### src/rtl/voxel_frame_scheduler.sv
// voxel_frame_scheduler: per-frame sequencer and write arbiter for the shared
// framebuffer RAM write port. Each frame it optionally clears the buffer to a
// fixed colour, then hands the port to the voxel renderer until it reports
// done. CPU writes are interleaved round-robin throughout, and writes can be
// limited to the blanking interval.
module voxel_frame_scheduler #(
    parameter int AW         = 12,
    parameter int DW         = 8,
    parameter int BLANK_ONLY = 1
) (
    input  logic          clk,
    input  logic          reset,
    input  logic          frame_start,
    input  logic          display_on,
    input  logic          clear_en,
    input  logic [DW-1:0] clear_color,
    input  logic          r_valid,
    input  logic [AW-1:0] r_addr,
    input  logic [DW-1:0] r_data,
    output logic          r_ready,
    output logic          r_start,
    input  logic          r_done,
    input  logic          c_valid,
    input  logic [AW-1:0] c_addr,
    input  logic [DW-1:0] c_data,
    output logic          c_ready,
    output logic          we,
    output logic [AW-1:0] addr,
    output logic [DW-1:0] ram_d,
    output logic          busy,
    output logic [7:0]    overrun_cnt
);

    typedef enum logic [1:0] {
        S_IDLE   = 2'd0,
        S_CLEAR  = 2'd1,
        S_RENDER = 2'd2,
        S_DONE   = 2'd3
    } state_t;

    state_t        state_q, state_d;
    logic [AW-1:0] cnt_q, cnt_d;
    logic [DW-1:0] clear_color_q, clear_color_d;
    logic          rr_last_q, rr_last_d;      // 1: owner granted last, 0: CPU granted last
    logic          we_q, we_d;
    logic [AW-1:0] addr_q, addr_d;
    logic [DW-1:0] ram_d_q, ram_d_d;
    logic          r_start_q, r_start_d;
    logic [7:0]    overrun_q, overrun_d;

    logic win_s;
    logic owner_req_s;
    logic grant_o_s;
    logic grant_c_s;
    logic busy_s;

    // Write window and round-robin arbitration between the phase owner and the CPU
    always_comb begin
        win_s       = (BLANK_ONLY != 0) ? !display_on : 1'b1;
        owner_req_s = (state_q == S_CLEAR) || ((state_q == S_RENDER) && r_valid);
        grant_o_s   = 1'b0;
        grant_c_s   = 1'b0;
        if (!win_s) begin
            grant_o_s = 1'b0;
            grant_c_s = 1'b0;
        end else if (owner_req_s && c_valid) begin
            // Contention: whoever was not served last goes first
            grant_o_s = !rr_last_q;
            grant_c_s = rr_last_q;
        end else if (owner_req_s) begin
            grant_o_s = 1'b1;
        end else if (c_valid) begin
            grant_c_s = 1'b1;
        end else begin
            grant_o_s = 1'b0;
            grant_c_s = 1'b0;
        end
        busy_s = (state_q == S_CLEAR) || (state_q == S_RENDER);
    end

    // Next-state, write-port and counter computation
    always_comb begin
        state_d       = state_q;
        cnt_d         = cnt_q;
        clear_color_d = clear_color_q;
        rr_last_d     = rr_last_q;
        we_d          = 1'b0;
        addr_d        = addr_q;
        ram_d_d       = ram_d_q;
        r_start_d     = 1'b0;
        overrun_d     = overrun_q;

        // Granted write is presented on the RAM port one cycle later
        if (grant_o_s) begin
            rr_last_d = 1'b1;
            we_d      = 1'b1;
            if (state_q == S_CLEAR) begin
                addr_d  = cnt_q;
                ram_d_d = clear_color_q;
            end else begin
                addr_d  = r_addr;
                ram_d_d = r_data;
            end
        end else if (grant_c_s) begin
            rr_last_d = 1'b0;
            we_d      = 1'b1;
            addr_d    = c_addr;
            ram_d_d   = c_data;
        end else begin
            we_d = 1'b0;
        end

        // A frame_start that arrives while a frame is still in progress is dropped and counted
        if (busy_s && frame_start && (overrun_q != 8'hFF)) begin
            overrun_d = overrun_q + 8'd1;
        end else begin
            overrun_d = overrun_q;
        end

        case (state_q)
            S_IDLE, S_DONE: begin
                if (frame_start) begin
                    clear_color_d = clear_color;
                    cnt_d         = {AW{1'b0}};
                    if (clear_en) begin
                        state_d = S_CLEAR;
                    end else begin
                        state_d   = S_RENDER;
                        r_start_d = 1'b1;
                    end
                end else begin
                    state_d = state_q;
                end
            end
            S_CLEAR: begin
                if (grant_o_s) begin
                    cnt_d = cnt_q + {{(AW-1){1'b0}}, 1'b1};
                    if (cnt_q == {AW{1'b1}}) begin
                        state_d   = S_RENDER;
                        r_start_d = 1'b1;
                    end else begin
                        state_d = S_CLEAR;
                    end
                end else begin
                    state_d = S_CLEAR;
                end
            end
            S_RENDER: begin
                if (r_done) begin
                    state_d = S_DONE;
                end else begin
                    state_d = S_RENDER;
                end
            end
            default: begin
                state_d = S_IDLE;
            end
        endcase
    end

    // State and registered outputs; reset clears everything, dropping any pending write
    always_ff @(posedge clk or posedge reset) begin
        if (reset) begin
            state_q       <= S_IDLE;
            cnt_q         <= {AW{1'b0}};
            clear_color_q <= {DW{1'b0}};
            rr_last_q     <= 1'b0;
            we_q          <= 1'b0;
            addr_q        <= {AW{1'b0}};
            ram_d_q       <= {DW{1'b0}};
            r_start_q     <= 1'b0;
            overrun_q     <= 8'd0;
        end else begin
            state_q       <= state_d;
            cnt_q         <= cnt_d;
            clear_color_q <= clear_color_d;
            rr_last_q     <= rr_last_d;
            we_q          <= we_d;
            addr_q        <= addr_d;
            ram_d_q       <= ram_d_d;
            r_start_q     <= r_start_d;
            overrun_q     <= overrun_d;
        end
    end

    assign r_ready     = grant_o_s && (state_q == S_RENDER);
    assign c_ready     = grant_c_s;
    assign r_start     = r_start_q;
    assign we          = we_q;
    assign addr        = addr_q;
    assign ram_d       = ram_d_q;
    assign busy        = busy_s;
    assign overrun_cnt = overrun_q;

endmodule
### config.mk
export PLATFORM = sky130hd
export DESIGN_NAME = voxel_frame_scheduler
export DESIGN_NICKNAME = d
export VERILOG_FILES = /design/src/rtl/voxel_frame_scheduler.sv
export SDC_FILE = /design/constraint.sdc
export NUM_CORES = 1
export LEC_CHECK = 0
export BUFFER_PORTS_ARGS = -buffer_cell sky130_fd_sc_hd__buf_2
export CAP_MARGIN = 20
export CORE_ASPECT_RATIO = 1.4
export CORE_MARGIN = 2
export CORE_UTILIZATION = 35
export DETAILED_ROUTE_END_ITERATION = 8
export PLACE_DENSITY_LB_ADDON = 0.1
export SETUP_SLACK_MARGIN = 0.02
export SYNTH_ARGS = -nofsm -noshare
export SYNTH_HDL_FRONTEND = slang
export SYNTH_SLANG_ARGS = --single-unit
### constraint.sdc
create_clock -name clk -period 4.95 [get_ports clk]
set_input_delay 0.99 -clock clk [delete_from_list [all_inputs] [get_ports clk]]
set_output_delay 0.99 -clock clk [all_outputs]
set_load 0.05 [all_outputs]
* Word-level counts from Yosys, hierarchy flattened *
Index checks and enable logic that the tools add are counted.

storage, ports and cells
  flip-flop bits (word level) = 53
  latch bits = 0
  memory bits (writable) = 0
  ROM bits = 0
  input port bits = 56
  output and inout bits = 33
  word-level logic and storage cells = 63
  memories = 0

cells by class
  $add $sub $neg = 2
  $mul = 0
  div/mod/pow operators = 0
  $lt $le $gt $ge = 0
  equal/unequal tests = 7
  shift operators = 0
  mux-type cells = 31
  bitwise logic cells = 0
  reduce and logical (&&, ||, !) cells = 14

operator list
  kind                                                                    count
  12-bit two-way mux                                                      5
  8-bit two-way mux                                                       3
  12-bit case mux with 2 select lines                                     1
  1-bit two-way mux                                                       16
  12-bit by 1-bit adder with 12-bit output (second input constant)        1
  12-bit equality test (second input constant)                            1
  8-bit by 1-bit adder with 8-bit output (second input constant)          1
  2-bit two-way mux                                                       4
  8-bit inequality test (second input constant)                           1
  2-bit case mux with 3 select lines                                      1
  1-bit logical AND                                                       5
  2-bit equality test (second input constant)                             2
  2-bit inequality test (second input constant)                           2
  2-bit nonzero test                                                      2
  3-bit AND reduction                                                     1
  2-bit by 1-bit equality test with 1-bit output (second input constant)  1
  2-bit logical NOT                                                       1
  1-bit logical OR                                                        2
  1-bit case mux with 2 select lines                                      1
  2-bit AND reduction                                                     1
  2-bit OR reduction                                                      1
  1-bit logical NOT                                                       1

* Longest topological paths before layout *
Gate-level depths: netlist of the first run.

  depth after elaboration = 8
  gate-level depth with buffers = 9
  depth with buffers taken out = 6

* Least setup slack after synthesis of the first run *
Ideal clock, no wire load.

  path kind = input-to-output
  start = input c_valid
  end = output r_ready
  data arrival time = 2428 ps
  data required time = 3960 ps
  slack = 1532 ps
  stages = 5
  buffers on the path = 2
  cells stage by stage = a21o_1 > or2_1 > buf_2 > clkbuf_1 > nor2_1

on the way
  cells in the longest elaborated chain, start to end = 4

RTL lines
  what                line  text
  start: declaration  23    input logic c_valid,
  1-bit logical AND   66    end else if (owner_req_s && c_valid) begin
  1-bit two-way mux   66
  1-bit two-way mux   63    if (!win_s) begin
  1-bit logical AND   186   assign r_ready = grant_o_s && (state_q == S_RENDER);
  end: declaration    20    output logic r_ready,

No other way between the ends.

* Worst setup path after layout of the first run *
  start = register state_q[1]
  end = output c_ready

on the way
  cells in the longest elaborated chain, start to end = 6
  elaborated cells between the ends (all ways) = 8

RTL lines
  what                                                    line    text
  start: declaration                                      41      state_t state_q, state_d;
  start signal: assignment                                174     state_q <= state_d;
  2-bit equality test                                     60      owner_req_s = (state_q == S_CLEAR) || ((state_q == S_RENDER) && r_valid);
  1-bit logical AND                                       60
  1-bit logical OR (*)                                    60
  1-bit two-way mux or 1-bit logical AND (tied branches)  70, 66
  1-bit two-way mux (*)                                   66
  1-bit two-way mux (*)                                   63
  end: declaration                                        26      output logic c_ready,

Every way passes the cells marked *; elsewhere a longest branch is shown, timed or not.

==> impl_metrics.env, run 1 <==
export IMPL_clock_latency_ns=0.31
export IMPL_routed_wl_mm=6.396
export IMPL_overflow=0
export IMPL_synth_area_per_cell_um2=10.33
export IMPL_cellPowerDensity_nw_per_um2=638.8
export IMPL_cts_htree_levels=2
export IMPL_rows=38
export IMPL_routabilityCongestion=0.8072
export IMPL_layout_min_cycle_time_ns=3.080
export IMPL_cts_resized=0
export IMPL_io_pins=89
export IMPL_nets=412
export IMPL_yosysWarnings=0
export IMPL_ir_worst_vdd_mv=0.3661
export IMPL_finalCritPeriodShare=0.6222
export IMPL_synth_edf_count=0
export IMPL_fp_dieW_um=79.17
export IMPL_hold_viol=0
export IMPL_worstSetupPathType="reg2out"
export IMPL_synth_area_um2=2769
export IMPL_dpl_cell_area_um2=3291
export IMPL_io_buffers=88
export IMPL_status="finished, final reports clean"
export IMPL_final_area_um2=3374
export IMPL_slew_headroom=0.5504
export IMPL_vias_per_cell=4.942
export IMPL_hpwl_mm=4.689
export IMPL_synth_cell_types=40
export IMPL_clockBufferDepth=2
export IMPL_fill_cells=790
export IMPL_finalWorstSetupSlack_ns=1.870
export IMPL_cp_start_kind="register"
export IMPL_report_final_slew_viol_count=0
export IMPL_dp_slack_ns=1.949
export IMPL_rsz0062_at_grt="false"
export IMPL_cts_tree="done"
export IMPL_yosysSeqAreaShare=0.4790
export IMPL_p_leak_nw=1.629
export IMPL_worst_slew_pin_slew_ns=0.6745
export IMPL_wl_per_cell_um=14.15
export IMPL_drv_cap=0
export IMPL_cts_setup_buffers=0
export IMPL_grt_start_max_net_pins=54
export IMPL_clock_skew_final_ns=0.01190
export IMPL_die_h_um=109.2
export IMPL_syn_num_nets=329
export IMPL_tns_ns=0
export IMPL_antenna_found_initial=0
export IMPL_min_path_type="reg2reg"
export IMPL_n_antenna_cell=0
export IMPL_clkTransAtPathRegs_ns=0.10
export IMPL_synth_cells=268
export IMPL_finalSetupViolCount=0
export IMPL_initial_core_util=0.3595
export IMPL_seqCellArea_um2=1326
export IMPL_drtAntennaViolNets=0
export IMPL_ys_ff_latch=53
export IMPL_drive_above_1_share=0.3239
export IMPL_grt_pass1_wl_mm=10.43
export IMPL_drc_errors=0
export IMPL_critPathArrivalTime_ns=2.09
export IMPL_max_freq_mhz=324.7
export IMPL_clock_sinks=53
export IMPL_grt_use_total=0.1528
export IMPL_critPathMaxFanout=35
export IMPL_cts_buffers_inserted=5
export IMPL_synthArstFlopShare=1.000
export IMPL_vias=2234
export IMPL_cts_hold_fix_buffers=0
export IMPL_worstPathRequired_ns=3.96
export IMPL_grt_pass1_vias=2179
export IMPL_end_kind="output port"
export IMPL_drt_iter0_drc=77
export IMPL_core_area_um2=7702
export IMPL_synth_flop_cell="dfrtp_1"
export IMPL_root_buffer="clkbuf_8"
export IMPL_area_growth_pct=21.87
export IMPL_die_area_um2=8649
export IMPL_firstDrtPassIters=4
export IMPL_multi_input_area_um2=1331
state kept, by name, indices dropped and copies added, names as in the netlist:
signal / count
addr: 12
cnt_q: 12
clear_color_q: 8
overrun_cnt: 8
ram_d: 8
state_q: 2
r_start: 1
rr_last_q: 1
we: 1
through the flow:
stage | std cells | hold WS (ns) | util | power (mW)
4_1_cts | 452 | 0.5018 | 0.4381 | 2.182
5_1_grt | 452 | 0.5147 | 0.4381 | 2.311
6_report | 452 | 0.4982 | 0.4381 | 2.156
3_5_place_dp | 444 | 0.4852 | 0.4272 | 1.936
3_3_place_gp | 444 | 0.4722 | 0.4272 | 1.922
2_1_floorplan | 268 | 0.4675 | - | 1.678
synthesized netlist by cell type (2+ instances only):
| master | count | share of area |
|---|---|---|
| and4_1 | 2 | 0.0063 |
| o31ai_1 | 3 | 0.0081 |
| a211oi_1 | 23 | 0.062 |
| mux2_2 | 10 | 0.041 |
| nor2b_1 | 2 | 0.0045 |
| or2_2 | 2 | 0.0045 |
| nand2_1 | 13 | 0.018 |
| dfrtp_1 | 53 | 0.48 |
| a21o_1 | 2 | 0.0054 |
| inv_1 | 10 | 0.014 |
| a2111oi_0 | 2 | 0.0063 |
| buf_2 | 5 | 0.0090 |
| and3_1 | 2 | 0.0045 |
| mux2i_1 | 20 | 0.072 |
| ha_1 | 5 | 0.023 |
| nand4_1 | 6 | 0.014 |
| nand3_1 | 7 | 0.013 |
| xnor2_1 | 10 | 0.032 |
| nand2b_1 | 4 | 0.0090 |
| clkbuf_1 | 8 | 0.011 |
| nor2_1 | 11 | 0.015 |
| a21oi_1 | 28 | 0.051 |
| or4_1 | 3 | 0.0081 |
| o21ai_0 | 4 | 0.0072 |
| and2_1 | 18 | 0.041 |
area by class of cell:
| type | count | share of cell area |
|---|---|---|
| clock buffers | 7 | 0.02262 |
| inverters | 10 | 0.01112 |
| repair buffers | 92 | 0.1394 |
| well taps | 100 | 0.03708 |
| multi-input cells | 189 | 0.3945 |
| clock inverters | 1 | 0.002225 |
| flip-flops and latches | 53 | 0.3930 |
logic make-up after synthesis:
family,synth area share
and+or+nand+nor,0.1432
AOI/OAI and AO/OA,0.1640
DFF,0.4790
muxes,0.1179
buffers and inverters,0.04157
xor gates and xnor gates,0.03163
adders and majority gates,0.02259
final timing paths:
path                                      from        endpoint  slack, ns  depth (start not counted)
max in group asynchronous                reset        cnt_q[3]       3.65                          3
worst max-delay path                state_q[1]         c_ready       1.87                          8
worst min-delay path            overrun_cnt[4]  overrun_cnt[4]       0.50                          1
worst min register to register  overrun_cnt[4]  overrun_cnt[4]       0.50                          1
min in group asynchronous                reset  overrun_cnt[7]       0.84                          3
worst max register to register      state_q[1]      state_q[1]       2.59                          8
worst max-delay path, cell delays in order, from the launching register on:
cell,delay (ns)
dfrtp_1,0.42
inv_1,0.07
ha_1,0.13
buf_4,0.29
a21oi_1,0.11
o21bai_2,0.12
buf_4,0.35
inv_1,0.07
buf_2,0.22
where the power goes:
part	leakage [nW]	internal [mW]	switching (mW)
Combinational	0.944	0.362	0.847
Sequential	0.647	0.604	0.0993
Clock	0.0385	0.101	0.143
placed cells by master, fill, tap and decap left out, types with 3 or more instances in the layout:
| cell type | instances |
|---|---|
| ha_1 | 5 |
| nand2_1 | 13 |
| o31ai_1 | 3 |
| buf_4 | 4 |
| xnor2_1 | 10 |
| a211oi_1 | 23 |
| clkbuf_8 | 5 |
| mux2i_1 | 20 |
| or4_1 | 3 |
| buf_2 | 88 |
| nand4_1 | 6 |
| nor2_1 | 11 |
| o21ai_0 | 4 |
| dfrtp_1 | 53 |
| inv_1 | 9 |
| a21oi_1 | 28 |
| mux2_2 | 10 |
| and2_1 | 18 |
| nand3_1 | 7 |
| nand2b_1 | 4 |
metal layers:
metal / global-route usage / wire (um) / vias to the layer above
li1: - / - / 1140
met3: 0.02897 / 318 / 8
met1: 0.1992 / 2848 / 1031
met5: 0 / 0 / -
met2: 0.2500 / 3104 / 55
met4: 0.06034 / 124 / 0
(Power assumes the default switching activity.)
==> run 2, diff against run 1 <==
- clock period: 4.95 -> 3 ns (I/O delays scaled with it)
==> run 2 against run 1 <==
Effect of this change: largest cell class unchanged; global-route usage about the same; worst setup slack worse by 1.3 ns; critical path depth down 2; sequential share of layout area down 0.17 points.
==> impl_metrics.env, run 2 (same netlist as run 1, synthesis figures left out) <==
export IMPL_status="finished, final reports clean"
export IMPL_critPathArrivalTime_ns=1.81
export IMPL_seqCellArea_um2=1326
export IMPL_routabilityCongestion=0.8198
export IMPL_rsz0062_at_grt="false"
export IMPL_ir_worst_vdd_mv=0.6513
export IMPL_dp_slack_ns=0.7641
export IMPL_final_common_cell="buf_2"
export IMPL_cellPowerDensity_nw_per_um2=1051
export IMPL_drtAntennaViolNets=0
export IMPL_finalCritPeriodShare=0.8047
export IMPL_min_path_type="in2async"
export IMPL_layout_min_cycle_time_ns=2.414
export IMPL_io_buffers=88
export IMPL_end_kind="output port"
export IMPL_finalWorstSetupSlack_ns=0.5859
export IMPL_max_stage_delay_ns=0.40
export IMPL_worst_slew_pin_slew_ns=0.6549
export IMPL_clockBufferDepth=2
export IMPL_grt_use_total=0.1527
export IMPL_max_freq_mhz=414.2
export IMPL_antenna_found_initial=0
export IMPL_power_mw=3.564
export IMPL_hpwl_mm=4.733
export IMPL_cts_resized=0
export IMPL_io_pins=89
export IMPL_drive_above_1_share=0.3314
export IMPL_highest_layer="met4"
export IMPL_switching_share=0.5042
export IMPL_vias=2267
export IMPL_firstDrtPassIters=4
export IMPL_slew_headroom=0.5634
export IMPL_clock_latency_ns=0.31
export IMPL_drv_cap=0
export IMPL_clockPowerShare=0.115
export IMPL_fill_cells=778
export IMPL_root_buffer="clkbuf_8"
export IMPL_multi_input_area_um2=1331
export IMPL_final_cell_mix="buf_2, dfrtp_1, a21oi_1"
export IMPL_cp_startpoint="state_q[0]"
export IMPL_tns_ns=0
export IMPL_fin_cells=453
export IMPL_cts_hold_fix_buffers=0
export IMPL_routed_wl_met3_um=381
export IMPL_grt_start_max_net_pins=54
export IMPL_place_inst=445
export IMPL_die_h_um=109.2
export IMPL_clock_sinks=53
export IMPL_routed_wl_mm=6.349
export IMPL_final_area_um2=3390
export IMPL_dpl_cell_area_um2=3298
export IMPL_worstSetupPathType="reg2out"
export IMPL_p_switching_mw=1.797
export IMPL_core_area_um2=7702
export IMPL_report_final_slew_viol_count=0
export IMPL_wl_met1_mm=2.762
export IMPL_vias_per_cell=5.004
export IMPL_overflow=0
export IMPL_r2r_start="state_q[1]"
export IMPL_p_int_mw=1.767
export IMPL_worstPathRequired_ns=2.40
export IMPL_clkTransAtPathRegs_ns=0.10
export IMPL_initial_core_util=0.3595
export IMPL_wl_per_cell_um=14.02
export IMPL_drc_errors=0
export IMPL_rows=38
export IMPL_p_leak_nw=1.632
export IMPL_finalSetupViolCount=0
export IMPL_wl_met2_mm=3.110
export IMPL_fp_dieW_um=79.17
export IMPL_combPwrFrac=0.561
export IMPL_drt_iter0_drc=86
export IMPL_nets=413
export IMPL_cp_start_kind="register"
export IMPL_cts_htree_levels=2
export IMPL_cts_tree="done"
export IMPL_area_growth_pct=22.41
export IMPL_clock_skew_final_ns=0.006566
export IMPL_cts_setup_buffers=0
export IMPL_critPathMaxFanout=5
export IMPL_grt_pass1_vias=2195
export IMPL_n_antenna_cell=0
export IMPL_cts_buffers_inserted=5
export IMPL_die_area_um2=8649
export IMPL_hold_viol=0
export IMPL_slowest_stage="dfrtp_1"
export IMPL_crit_chain="inv_1, ha_1, a21oi_1, or2_1, nor2_1, buf_2"
export IMPL_grt_pass1_wl_mm=10.38
export IMPL_p_seq_frac=0.324
run 2: area by class of cell:
class / instances / area share
Sequential cell: 53 / 0.3913
Multi-Input combinational cell: 189 / 0.3928
Clock inverter: 3 / 0.006645
Tap cell: 100 / 0.03691
Clock buffer: 5 / 0.02030
Inverter: 10 / 0.01107
Timing Repair Buffer: 93 / 0.1410
run 2: path summary, 6_finish.rpt:
kind / endpoint / slack, ns / depth (start not counted)
setup / recovery: r_ready / 0.59 / 6
hold / removal: clear_color_q[0] / 0.45 / 3
setup reg to reg: state_q[1] / 0.83 / 6
hold reg to reg: overrun_cnt[4] / 0.49 / 1
max in group asynchronous: addr[1] / 2.10 / 3
min in group clk: overrun_cnt[4] / 0.49 / 1
run 2: layer usage:
layer / global-route usage / up-vias
met5: 0 / -
met4: 0.05542 / 0
met3: 0.03311 / 8
met2: 0.2542 / 61
met1: 0.1950 / 1061
li1: - / 1137
run 2: through the flow:
step / utilization / hold slack, ns
CTS: 0.4401 / 0.4915
detailed placement: 0.4282 / 0.4797
global route: 0.4401 / 0.5078
finish: 0.4401 / 0.4517
floorplan: - / 0.4675
global placement: 0.4282 / 0.4754
run 2: critical path, delay by kind of cell (launching register included):
kind	cells	cell delay [ns]
AO/OA/AOI/OAI	1	0.12
adder cells (fa/ha/maj)	1	0.22
buffers and inverters	2	0.38
flip-flops	1	0.40
AND/OR/NAND/NOR	2	0.39
run 2: power by group through the flow:
| stage | combinational, mW | clock (mW) | sequential (mW) |
|---|---|---|---|
| 6_report | 2.00 | 0.409 | 1.16 |
| 3_5_place_dp | 2.02 | 0 | 1.18 |
| 3_3_place_gp | 2.01 | 0 | 1.17 |
| 5_1_grt | 2.18 | 0.450 | 1.20 |
| 4_1_cts | 2.02 | 0.426 | 1.16 |
| 2_1_floorplan | 0.959 | 0 | 1.81 |
